File: src/rtl/mem_loader.sv
// Debug-panel loader: assembles hex nibbles into a 16-bit word and writes it to memory or the GR file.
// Optional read-back verify of each write is enabled by defining LOADER_VERIFY_EN.
`ifndef GR
`define GR 1'b1
`endif
`ifndef MEM_SIZE
`define MEM_SIZE 256
`endif

module mem_loader #(
  parameter int GR_SIZE   = 8,
  parameter int MEM_LIMIT = `MEM_SIZE
) (
  input  logic        clock,
  input  logic        reset_n,
  input  logic        select,
  input  logic [3:0]  nibble,
  input  logic        enter,
  input  logic        commit,
  input  logic        clear,
  input  logic        wrAck,
  input  logic [15:0] rdData,
  output logic [7:0]  address,
  output logic [15:0] wrData,
  output logic        memWrite,
  output logic        grWrite,
  output logic [2:0]  nibbleCount,
  output logic        busy,
  output logic        full,
  output logic        error
);

  typedef enum logic [2:0] {
    S_IDLE    = 3'd0,
    S_COLLECT = 3'd1,
    S_WRITE   = 3'd2,
`ifdef LOADER_VERIFY_EN
    S_VERIFY  = 3'd3,
`endif
    S_FULL    = 3'd4
  } state_t;

  state_t state_r;
  logic   sel_r;
  logic   target_r;
  logic   sel_change_s;
  logic   in_write_s;
  logic   at_last_s;

  function automatic logic [7:0] last_addr(input logic is_gr);
    logic [8:0] lim;
    lim = is_gr ? 9'(GR_SIZE) : 9'(MEM_LIMIT);
    return 8'(lim - 9'd1);
  endfunction

  assign sel_change_s = (select != sel_r);
  assign at_last_s    = (address == last_addr(target_r));
`ifdef LOADER_VERIFY_EN
  assign in_write_s   = (state_r == S_WRITE) || (state_r == S_VERIFY);
`else
  assign in_write_s   = (state_r == S_WRITE);
  logic rd_data_unused_s;
  assign rd_data_unused_s = ^rdData;
`endif

  // Loader FSM: nibble assembly, write handshake, address stepping and sticky flags.
  always_ff @(posedge clock or negedge reset_n) begin
    if (!reset_n) begin
      state_r     <= S_IDLE;
      sel_r       <= 1'b0;
      target_r    <= 1'b0;
      address     <= 8'd0;
      wrData      <= 16'd0;
      memWrite    <= 1'b0;
      grWrite     <= 1'b0;
      nibbleCount <= 3'd0;
      busy        <= 1'b0;
      full        <= 1'b0;
      error       <= 1'b0;
    end else begin
      // A select change during a write is held off and applied once the write ends.
      if (!in_write_s) begin
        sel_r <= select;
      end else begin
        sel_r <= sel_r;
      end

      if (clear || (sel_change_s && !in_write_s)) begin
        state_r     <= S_IDLE;
        address     <= 8'd0;
        wrData      <= 16'd0;
        memWrite    <= 1'b0;
        grWrite     <= 1'b0;
        nibbleCount <= 3'd0;
        busy        <= 1'b0;
        full        <= 1'b0;
        if (clear) begin
          error <= 1'b0;
        end else begin
          error <= error;
        end
      end else begin
        case (state_r)
          S_IDLE, S_COLLECT: begin
            if (commit) begin
              if ((state_r == S_COLLECT) && (nibbleCount == 3'd4)) begin
                target_r <= (select == `GR);
                memWrite <= (select != `GR);
                grWrite  <= (select == `GR);
                busy     <= 1'b1;
                state_r  <= S_WRITE;
              end else begin
                state_r  <= state_r;
              end
            end else if (enter) begin
              wrData      <= {wrData[11:0], nibble};
              nibbleCount <= (nibbleCount == 3'd4) ? 3'd4 : (nibbleCount + 3'd1);
              state_r     <= S_COLLECT;
            end else begin
              state_r     <= state_r;
            end
          end

`ifdef LOADER_VERIFY_EN
          S_WRITE: begin
            if (wrAck) begin
              memWrite <= 1'b0;
              grWrite  <= 1'b0;
              state_r  <= S_VERIFY;
            end else begin
              state_r  <= S_WRITE;
            end
          end

          // rdData still reflects the old address here, so it must read back the word just written.
          S_VERIFY: begin
            if (rdData != wrData) begin
              error <= 1'b1;
            end else begin
              error <= error;
            end
            busy        <= 1'b0;
            nibbleCount <= 3'd0;
            wrData      <= 16'd0;
            if (at_last_s) begin
              full    <= 1'b1;
              state_r <= S_FULL;
            end else begin
              address <= address + 8'd1;
              state_r <= S_IDLE;
            end
          end
`else
          S_WRITE: begin
            if (wrAck) begin
              memWrite    <= 1'b0;
              grWrite     <= 1'b0;
              busy        <= 1'b0;
              nibbleCount <= 3'd0;
              wrData      <= 16'd0;
              if (at_last_s) begin
                full    <= 1'b1;
                state_r <= S_FULL;
              end else begin
                address <= address + 8'd1;
                state_r <= S_IDLE;
              end
            end else begin
              state_r <= S_WRITE;
            end
          end
`endif

          S_FULL: begin
            state_r <= S_FULL;
          end

          default: begin
            state_r  <= S_IDLE;
            memWrite <= 1'b0;
            grWrite  <= 1'b0;
            busy     <= 1'b0;
          end
        endcase
      end
    end
  end

endmodule

File: config.mk
export PLATFORM = sky130hd
export DESIGN_NAME = mem_loader
export DESIGN_NICKNAME = d
export VERILOG_FILES = /design/src/rtl/mem_loader.sv
export SDC_FILE = /design/constraint.sdc
export NUM_CORES = 1
export LEC_CHECK = 0
export BUFFER_PORTS_ARGS = -buffer_cell sky130_fd_sc_hd__clkbuf_2
export CORE_ASPECT_RATIO = 0.5
export CORE_MARGIN = 3
export CORE_UTILIZATION = 53
export CTS_CLUSTER_DIAMETER = 100
export DETAILED_ROUTE_END_ITERATION = 6
export GPL_TIMING_DRIVEN = 1
export HOLD_SLACK_MARGIN = 0.15
export PLACE_DENSITY = 0.89
export SKIP_CTS_REPAIR_TIMING = 1
export SLEW_MARGIN = 20
export SYNTH_ARGS = -nofsm -noshare
export SYNTH_HDL_FRONTEND = slang
export SYNTH_SLANG_ARGS = --single-unit
File: constraint.sdc
create_clock -name clock -period 4 [get_ports clock]
set_clock_uncertainty 0.2 [all_clocks]
set_input_delay 0 -clock clock [delete_from_list [all_inputs] [get_ports clock]]
set_output_delay 0 -clock clock [all_outputs]
set_load 0.005 [all_outputs]
==> metrics.yaml, run 1 <==
global_route:
  antenna_found_initial: 0
  grt_max_degree: 37
  grtUsageTotal_pct: 19.67
  grt_pass1_wl_um: 6030
  overflow: 0
  grt_pass1_vias: 1345
route:
  post_drt_wl_per_cell_um: 15.68
  routed_wl_um: 3827
  first_iter_violations: 104
  ant_nets: 0
  drc_errors: 0
  vias: 1457
  drtPass1Iterations: 4
  routed_via_density: 5.971
sta:
  slew_headroom_pct: 41.88
  hold_violations: 0
  fmax_ghz: 0.4032
  min_period_ns: 2.480
  rsz0062_at_grt: "no"
  tns_ns: 0
  timing.final.crit_share_pct: 62.00
  setup_violations: 0
  worstMarginPinSlew_ns: 0.8718
  report.final.slew_viol_count: 0
setup_path:
  worstRegToRegCells: 7
  end_kind: "flop"
  timing.rr.end: "grWrite"
  worst-endpoint-required_ns: 4.02
  critical_path_class: "reg2reg"
  critical_path.startpoint_type: "flop"
  worst_ep_arrival_time_ns: 2.50
  r2r_start: "nibbleCount[0]"
  path_max_fanout: 5
  r2r_slack_ns: 1.52
clocking:
  clockBufferDepth: 2
  clkTransAtPathRegs_ns: 0.07
  ctsRootBufferMaster: "clkbuf_8"
  htree_levels: 2
  insertion_delay_ns: 0.28
  cts_tree: "built"
  numCtsBuffers: 5
  cts_sinks: 36
yosys:
  yosysSeqAreaShare_pct: 52.71
  yosysUniqueCellTypes: 44
  post_synth.cell_area_avg_um2: 11.32
  ys_seq_elements: 36
  synthesis.area_um2: 1709
  yosysWarningCount: 0
  postSynthCellCount: 151
  syn_nets: 181
flow_run:
  drv_cap: 0
floorplan:
  core_area_um2: 2830
  fp.dieW_um: 86.31
  placement_rows: 13
  fp.dieArea_um2: 3984
  io_pins: 59
  start_util_pct: 60.39
  chipHeight_um: 46.16
pwr:
  ir_worst_vdd_mv: 0.2567
  p_per_area_nw_per_um2: 388.4
  total_power_uw: 859.6
  power_leakage_nw: 1.086
finish:
  fin_util_pct: 78.21
  layout-drive-gt1-share_pct: 28.50
  area_growth_pct: 29.50
  nets: 236
  antennaDiodeCount: 0
  postLayoutCellArea_um2: 2213
placement:
  globalplace.congestion: 0.8742
  place_area_um2: 1924
  hpwl_um: 2525
  port_buffers: 41
worst_hold_path:
  hold_path.class: "in2async"
run_status:
  status: "complete, no violations"
## worst max-delay path by stage
stage                     slack [ns]             end            from  cells past startpoint
after floorplan                 2.08  nibbleCount[0]      state_r[0]                      6
after global placement          2.03  nibbleCount[1]      state_r[1]                      4
after detailed placement        1.98      wrData[11]      state_r[1]                      4
after CTS                       1.93      wrData[15]      state_r[1]                      4
after global routing            1.44         grWrite  nibbleCount[0]                      7
final                           1.52         grWrite  nibbleCount[0]                      7
## power breakdown
group | internal, mW | switching, mW | total (mW) | leakage (nW)
clock network | 0.312 | 0.130 | 0.442 | 0.0784
registers | 0.367 | 0.00289 | 0.369 | 0.500
logic | 0.0191 | 0.0288 | 0.0479 | 0.508
total | 0.697 | 0.162 | 0.860 | 1.09
## layout by cell type (no fill, tap or decap), drive strengths merged, types with 2 or more instances in the layout
| master | instances |
|---|---|
| o31ai | 3 |
| mux2 | 2 |
| or2 | 2 |
| a21oi | 13 |
| nor3 | 3 |
| dfrtp | 36 |
| clkbuf | 46 |
| dlygate4sd3 | 13 |
| inv | 3 |
| a22o | 19 |
| nor2 | 6 |
| nand3 | 4 |
| o21a | 2 |
| bufinv | 3 |
| or3 | 7 |
| nor4 | 2 |
| o21ai | 5 |
| a21o | 4 |
| ha | 3 |
| nand2b | 3 |
| nand4 | 2 |
| nand2 | 8 |
## worst max-delay path, stage by stage, from the launching register on
cell           delay, ns
dfrtp_1             0.42
inv_1               0.06
ha_1                0.24
and3_1              0.18
o21a_1              0.17
o31ai_1             0.40
a22o_1              0.20
dlygate4sd3_1       0.55
## registers in the layout (all words and copies together) (netlist names)
signal,cells
sel_r,1
target_r,1
nibbleCount,3
grWrite,1
memWrite,1
full,1
wrData,16
state_r,3
busy,1
address,8
## cell type report
class                      count  area (um2)
sequential                    36       900.9
multi-input combinational    105       753.2
fill                         182       616.8
timing repair buffer          55       342.8
clock inverter                 3       90.09
clock buffer                   5       68.82
tap                           37       46.29
inverter                       3       11.26
## per-layer routing
layer	vias up	wire length, um	global-route usage [%]
met5	-	0	0
met4	0	82	6.832
met3	10	196	4.464
met2	53	1839	36.75
met1	716	1709	23.09
li1	678	-	-
## Yosys cell counts (all sizes together)
library cell | count | area share, %
o21a | 2 | 0.88
nor4 | 2 | 0.73
or4 | 1 | 0.44
o32ai | 1 | 0.95
and4b | 1 | 0.59
o21ai | 5 | 1.5
mux2 | 2 | 1.3
o211ai | 1 | 0.44
nand2 | 8 | 1.8
a21o | 4 | 1.8
nor3b | 1 | 0.44
or3b | 1 | 0.66
conb | 1 | 0.22
nand2b | 3 | 1.1
nor3 | 3 | 0.88
or3 | 7 | 2.9
a21oi | 13 | 3.8
clkbuf | 3 | 0.66
o22ai | 1 | 0.37
ha | 3 | 2.2
buf | 4 | 2.3
xnor2 | 1 | 0.51
a22o | 19 | 9.7
inv | 3 | 0.66
nand3 | 4 | 1.2
o31ai | 3 | 2.1
nor2 | 6 | 1.3
and4 | 1 | 0.51
nand4 | 2 | 0.73
xor2 | 1 | 0.51
dfrtp | 36 | 53
nand4bb | 1 | 0.66
nand4b | 1 | 0.51
o21ba | 1 | 0.59
or2 | 2 | 0.73
mux2i | 1 | 0.59
and4bb | 1 | 0.73
and3 | 1 | 0.37
## stage by stage
step	hold WS, ns	setup slack, ns	instances
finish	0.1555	1.520	244
global route	0.2515	1.442	244
CTS	-0.3486	1.930	231
floorplan	-0.4956	2.084	151
detailed placement	-0.03538	1.976	223
global placement	-0.04792	2.028	223
## kinds of logic (layout without fill, tap and decap cells)
family | Yosys count | after routing | synth area share [%]
AO/OA/AOI/OAI | 50 | 50 | 22.18
XOR/XNOR | 2 | 2 | 1.025
adder cells (fa/ha/maj) | 3 | 3 | 2.196
buffers and inverters | 10 | 66 | 3.587
flip-flops | 36 | 36 | 52.71
multiplexers | 3 | 3 | 1.903
other | 1 | 1 | 0.2194
AND/OR/NAND/NOR | 46 | 46 | 16.18
Note: power is estimated with default switching activity, not from simulation.
==> run 2, diff against run 1 <==
--- a/config.mk
+++ b/config.mk
@@ -8,12 +8,12 @@
 export BUFFER_PORTS_ARGS = -buffer_cell sky130_fd_sc_hd__clkbuf_2
 export CORE_ASPECT_RATIO = 0.5
 export CORE_MARGIN = 3
-export CORE_UTILIZATION = 53
+export CORE_UTILIZATION = 49
 export CTS_CLUSTER_DIAMETER = 100
 export DETAILED_ROUTE_END_ITERATION = 6
 export GPL_TIMING_DRIVEN = 1
 export HOLD_SLACK_MARGIN = 0.15
-export PLACE_DENSITY = 0.89
+export PLACE_DENSITY = 0.83
 export SKIP_CTS_REPAIR_TIMING = 1
 export SLEW_MARGIN = 20
 export SYNTH_ARGS = -nofsm -noshare
==> constraint.sdc (replaced) <==
create_clock -name clock -period 2.3 [get_ports clock]
set_clock_uncertainty 0.2 [all_clocks]
set_input_delay 0 -clock clock [delete_from_list [all_inputs] [get_ports clock]]
set_output_delay 0 -clock clock [all_outputs]
set_load 0.005 [all_outputs]
==> metrics.yaml, run 2 (synthesis gave the netlist of run 1 again) <==
run_status:
  status: "complete, no violations"  # unchanged
global_route:
  grt_busiest_layer: "met2"  # unchanged
  antenna_found_initial: 0  # unchanged
  met2_usage_pct: 27.09  # was 36.75%
  met3_usage_pct: 5.326  # was 4.464%
  grt_pass1_vias: 1135  # was 1345
  grt_max_degree: 37  # unchanged
  grt_pass1_wl_um: 5161  # was 6030 um
  grtUsageTotal_pct: 16.57  # was 19.67%
  overflow: 0  # unchanged
  met1_usage_pct: 20.91  # was 23.09%
route:
  routed_wl_um: 3574  # was 3827 um
  ant_nets: 0  # unchanged
  routed_via_density: 5.553  # was 5.971
  vias: 1405  # was 1457
  post_drt_wl_per_cell_um: 14.13  # was 15.68 um
  first_iter_violations: 39  # was 104
  drc_errors: 0  # unchanged
  drtPass1Iterations: 4  # unchanged
sta:
  hold_violations: 0  # unchanged
  tns_ns: 0  # unchanged
  slew_headroom_pct: 42.52  # was 41.88%
  timing.final.crit_share_pct: 91.37  # was 62.00%
  fmax_ghz: 0.4758  # was 0.4032 GHz
  rsz0062_at_grt: "no"  # unchanged
  setup_violations: 0  # unchanged
  hold_ws_ns: 0.1723  # was 0.1555 ns
  worstMarginPinSlew_ns: 0.8622  # was 0.8718 ns
  layout_setup_ws_ns: 0.1984  # was 1.520 ns
  report.final.slew_viol_count: 0  # unchanged
  min_period_ns: 2.102  # was 2.480 ns
finish:
  stdcell_count: 253  # was 244
  largest_reg_flops: 16  # unchanged
  area_growth_pct: 26.13  # was 29.50%
  top_register: "wrData"  # unchanged
  mostFrequentLayoutCells: "clkbuf_2, dfrtp_1, a22o_1"  # unchanged
  final_common_cell: "clkbuf_2"  # unchanged
  layout-drive-gt1-share_pct: 28.29  # was 28.50%
  nets: 234  # was 236
  largestRegisters: "wrData x16, address x8"  # unchanged
  antennaDiodeCount: 0  # unchanged
  fin_util_pct: 68.00  # was 78.21%
setup_path:
  worst-endpoint-required_ns: 2.32  # was 4.02 ns
  r2r_slack_ns: 0.20  # was 1.52 ns
  worst_ep_arrival_time_ns: 2.12  # was 2.50 ns
  critical_path.startpoint_type: "flop"  # unchanged
  critical_path_class: "reg2reg"  # unchanged
  timing.rr.end: "wrData[5]"  # was grWrite
  end_kind: "flop"  # unchanged
  r2r_start: "sel_r"  # was nibbleCount[0]
  path_max_fanout: 12  # was 5
  worstRegToRegCells: 4  # was 7
clocking:
  numCtsBuffers: 5  # unchanged
  htree_levels: 2  # unchanged
  insertion_delay_ns: 0.29  # was 0.28 ns
  clockBufferDepth: 2  # unchanged
  cts_tree: "built"  # unchanged
  ctsRootBufferMaster: "clkbuf_8"  # unchanged
  cts_sinks: 36  # unchanged
  clkTransAtPathRegs_ns: 0.07  # about the same
floorplan:
  placement_rows: 14  # was 13
  fp.dieW_um: 89.52  # was 86.31 um
  core_area_um2: 3171  # was 2830 um2
  io_pins: 59  # unchanged
  start_util_pct: 53.91  # was 60.39%
  fp.dieArea_um2: 4275  # was 3984 um2
  chipHeight_um: 47.76  # was 46.16 um
placement:
  port_buffers: 41  # unchanged
  dp_slack_ns: 0.2088  # was 1.976 ns
  hpwl_um: 2504  # was 2525 um
  globalplace.congestion: 0.8551  # was 0.8742
  numPlacedInstances: 234  # was 223
pwr:
  ir_worst_vdd_mv: 0.4110  # was 0.2567 mV
  p_per_area_nw_per_um2: 587.7  # was 388.4 nW/um2
  power_leakage_nw: 1.049  # was 1.086 nW
worst_hold_path:
  hold_path.class: "in2async"  # unchanged
flow_run:
  drv_cap: 0  # unchanged
run 2: cell types whose count changed in the layout (fill, tap and decap cells not counted):
cell           previous run  this run
bufinv_16                 3         1
dlygate4sd3_1            13        11
clkbuf_1                  0         1
clkinv_2                  0         1
run 2: cell type report:
type | count | area, um2
clock buffer | 6 | 72.57
inverter | 3 | 11.26
multi-input combinational | 105 | 753.2
clock inverter | 2 | 35.03
sequential | 36 | 900.9
timing repair buffer | 53 | 322.8
tap | 48 | 60.06
fill | 224 | 1015
run 2: routing by layer:
layer | routed length, um | share of wire [%]
met1 | 1656 | 46
met2 | 1712 | 48
met3 | 166 | 4.6
met4 | 39 | 1.1
met5 | 0 | 0
run 2: stage by stage:
stage / area, um2 / power, mW
6_report: 2156 / 1.267
5_1_grt: 2156 / 1.314
4_1_cts: 2046 / 1.261
3_5_place_dp: 1938 / 0.7229
3_3_place_gp: 1938 / 0.7213
2_1_floorplan: 1709 / 0.6936
run 2: power breakdown:
group          switching [mW]  internal [mW]
logic                  0.0489         0.0332
registers             0.00536          0.638
clock network           0.220          0.322
total                   0.275          0.992
run 2: critical path, stage by stage (launching register included):
cell and delay [ns]:
dfrtp_1 0.39, xor2_1 0.25, nor4_2 0.73, buf_4 0.31, a22o_1 0.15
run 2: worst max-delay path by stage:
stage / from / to / slack, ns
3_3_place_gp: sel_r / wrData[6] / 0.23
2_1_floorplan: state_r[0] / nibbleCount[0] / 0.38
3_5_place_dp: sel_r / wrData[0] / 0.21
4_1_cts: sel_r / wrData[5] / 0.19
6_report: sel_r / wrData[5] / 0.20
5_1_grt: sel_r / wrData[5] / 0.06
==> run 3, diff against run 2 <==
--- a/config.mk
+++ b/config.mk
@@ -5,15 +5,16 @@
 export SDC_FILE = /design/constraint.sdc
 export NUM_CORES = 1
 export LEC_CHECK = 0
+export ABC_AREA = 1
 export BUFFER_PORTS_ARGS = -buffer_cell sky130_fd_sc_hd__clkbuf_2
 export CORE_ASPECT_RATIO = 0.5
 export CORE_MARGIN = 3
-export CORE_UTILIZATION = 49
+export CORE_UTILIZATION = 52
 export CTS_CLUSTER_DIAMETER = 100
 export DETAILED_ROUTE_END_ITERATION = 6
 export GPL_TIMING_DRIVEN = 1
 export HOLD_SLACK_MARGIN = 0.15
-export PLACE_DENSITY = 0.83
+export PLACE_DENSITY = 0.84
 export SKIP_CTS_REPAIR_TIMING = 1
 export SLEW_MARGIN = 20
 export SYNTH_ARGS = -nofsm -noshare
==> metrics.yaml, run 3 <==
run_status:
  status: "complete, no violations"  # unchanged
finish:
  fin_util_pct: 69.25  # was 68.00%
  layout-drive-gt1-share_pct: 22.71  # was 28.29%
  postLayoutCellArea_um2: 2547  # was 2156 um2
  final_common_cell: "nand2_1"  # was clkbuf_2
  antennaDiodeCount: 0  # unchanged
  largest_reg_flops: 16  # unchanged
  top_register: "wrData"  # unchanged
  nets: 368  # was 234
  largestRegisters: "wrData x16, address x8"  # unchanged
  stdcell_count: 390  # was 253
  mostFrequentLayoutCells: "nand2_1, clkbuf_2, inv_1"  # was clkbuf_2, dfrtp_1, a22o_1
  area_growth_pct: 18.86  # was 26.13%
yosys:
  netlist.top_cell.by_area: "dfrtp_1"  # unchanged
  yosysWarningCount: 0  # unchanged
  async_reset_ff_share_pct: 100.0  # unchanged
  synth-main-ff-cell: "dfrtp_1"  # unchanged
  synth_top_cell_area_share_pct: 42.03  # was 52.71%
  syn_nets: 314  # was 181
  postSynthCellCount: 284  # was 151
  yosysUniqueCellTypes: 29  # was 44
  ys_seq_elements: 36  # unchanged
  synth_most_common_cell: "nand2_1"  # was dfrtp_1
  synthesis.area_um2: 2143  # was 1709 um2
  yosysSeqAreaShare_pct: 42.03  # was 52.71%
  synth_commonest_cells: "nand2_1, inv_1, dfrtp_1"  # was dfrtp_1, a22o_1, a21oi_1
  synth-edff-count: 0  # unchanged
  post_synth.cell_area_avg_um2: 7.547  # was 11.32 um2
  yosys-top-cells-area: "dfrtp_1, nand2_1, inv_1"  # was dfrtp_1, a22o_1, a21oi_1
clocking:
  numCtsBuffers: 5  # unchanged
  cts_tree: "built"  # unchanged
  insertion_delay_ns: 0.29  # about the same
  clkTransAtPathRegs_ns: 0.07  # about the same
  htree_levels: 2  # unchanged
  ctsRootBufferMaster: "clkbuf_8"  # unchanged
  cts_sinks: 36  # unchanged
  clockBufferDepth: 2  # unchanged
setup_path:
  critical_path.startpoint_type: "flop"  # unchanged
  path_cells: "inv_2 > nand3_4 > a21oi_2 > buf_4 > nand4_1 > dlygate4sd3_1 > nand2_1"  # was xor2_1 > nor4_2 > buf_4 > a22o_1
  slowest_stage: "dlygate4sd3_1"  # was nor4_2
  worst-endpoint-required_ns: 2.33  # was 2.32 ns
  path_max_fanout: 19  # was 12
  critPathBufInv: 3  # was 1
  critPathMaxStageDelay_ns: 0.59  # was 0.73 ns
  cp_top_family: "buffers and inverters"  # was simple AND/OR/NAND/NOR gates
  worst_ep_arrival_time_ns: 2.14  # was 2.12 ns
  end_kind: "flop"  # unchanged
  critical_path_class: "reg2reg"  # unchanged
sta:
  worstMarginPinSlew_ns: 0.9074  # was 0.8622 ns
  hold_violations: 0  # unchanged
  slew_headroom_pct: 39.51  # was 42.52%
  tns_ns: 0  # unchanged
  fmax_ghz: 0.4731  # was 0.4758 GHz
  setup_violations: 0  # unchanged
  rsz0062_at_grt: "no"  # unchanged
  timing.final.crit_share_pct: 91.89  # was 91.37%
  min_period_ns: 2.114  # was 2.102 ns
  report.final.slew_viol_count: 0  # unchanged
  hold_ws_ns: 0.2130  # was 0.1723 ns
route:
  highest_layer: "met4"  # unchanged
  wl_met1_um: 2120  # was 1656 um
  first_iter_violations: 115  # was 39
  routed_wl_um: 4715  # was 3574 um
  drc_errors: 0  # unchanged
  drtPass1Iterations: 5  # was 4
  post_drt_wl_per_cell_um: 12.09  # was 14.13 um
  ant_nets: 0  # unchanged
  wl_met2_um: 2180  # was 1712 um
  wl_met3_um: 343  # was 166 um
  vias: 1945  # was 1405
  routed_via_density: 4.987  # was 5.553
placement:
  globalplace.congestion: 0.8420  # was 0.8551
  numPlacedInstances: 370  # was 234
  port_buffers: 41  # unchanged
  hpwl_um: 3160  # was 2504 um
  place_area_um2: 2335  # was 1938 um2
global_route:
  antenna_found_initial: 0  # unchanged
  grt_pass1_vias: 1783  # was 1135
  grt_pass1_wl_um: 7652  # was 5161 um
  grt_max_degree: 37  # unchanged
  overflow: 0  # unchanged
  grtUsageTotal_pct: 18.84  # was 16.57%
floorplan:
  start_util_pct: 58.27  # was 53.91%
  io_pins: 59  # unchanged
  placement_rows: 15  # was 14
  chipHeight_um: 51.40  # was 47.76 um
  core_area_um2: 3679  # was 3171 um2
  fp.dieArea_um2: 4975  # was 4275 um2
  fp.dieW_um: 96.80  # was 89.52 um
pwr:
  power_leakage_nw: 1.413  # was 1.049 nW
  p_per_area_nw_per_um2: 604.5  # was 587.7 nW/um2
  ir_worst_vdd_mv: 0.3231  # was 0.4110 mV
worst_hold_path:
  hold_path.class: "in2async"  # unchanged
flow_run:
  drv_cap: 0  # unchanged
run 3: metal layers:
layer / global-route usage, % / up-vias
met3: 5.858 / 10
met4: 5.594 / 0
met2: 31.96 / 78
met1: 23.47 / 875
li1: - / 982
met5: 0 / -
run 3: worst paths after layout:
check                           startpoint  cells after the start    endpoint  slack, ns
worst max-delay path            state_r[2]                      7     grWrite       0.19
worst min-delay path               reset_n                      2    memWrite       0.21
worst max register to register  state_r[2]                      7     grWrite       0.19
worst min register to register  wrData[14]                      2  wrData[14]       0.27
max in group asynchronous          reset_n                      2   wrData[5]       1.11
min in group clock              wrData[14]                      2  wrData[14]       0.27
run 3: final cells by class:
| cell class | instances | area, um2 |
|---|---|---|
| Clock inverter | 2 | 10.01 |
| Multi-Input combinational cell | 195 | 973.4 |
| Tap cell | 51 | 63.81 |
| Fill cell | 292 | 1131 |
| Sequential cell | 36 | 900.9 |
| Inverter | 43 | 161.4 |
| Clock buffer | 6 | 82.58 |
| Timing Repair Buffer | 57 | 355.3 |
run 3: logic make-up after synthesis:
logic type,count (synthesis),share of synthesized area (%)
buffers and inverters,53,12.55
other,1,0.1750
XOR/XNOR,4,1.635
flip-flops,36,42.03
adder cells (fa/ha/maj),3,1.752
AO/OA/AOI/OAI,8,2.043
AND/OR/NAND/NOR,179,39.81
run 3: through the flow:
stage	worst slack, ns	total power, mW
2_1_floorplan	0.6455	0.9888
3_3_place_gp	0.4613	1.046
3_5_place_dp	0.4276	1.058
4_1_cts	0.4147	1.525
5_1_grt	0.1129	1.630
6_report	0.1864	1.540
run 3: where the power goes:
group,leakage (nW),total [mW],switching (mW),internal (mW)
clock,0.0510,0.470,0.231,0.239
sequential,0.497,0.703,0.0369,0.666
combinational,0.866,0.367,0.247,0.120
run 3: worst register-to-register path, delay by kind of cell (launching register included):
kind / cells / cell delay (ns)
DFF: 1 / 0.41
and+or+nand+nor: 3 / 0.30
buffers and inverters: 3 / 0.95
AOI/OAI and AO/OA: 1 / 0.19
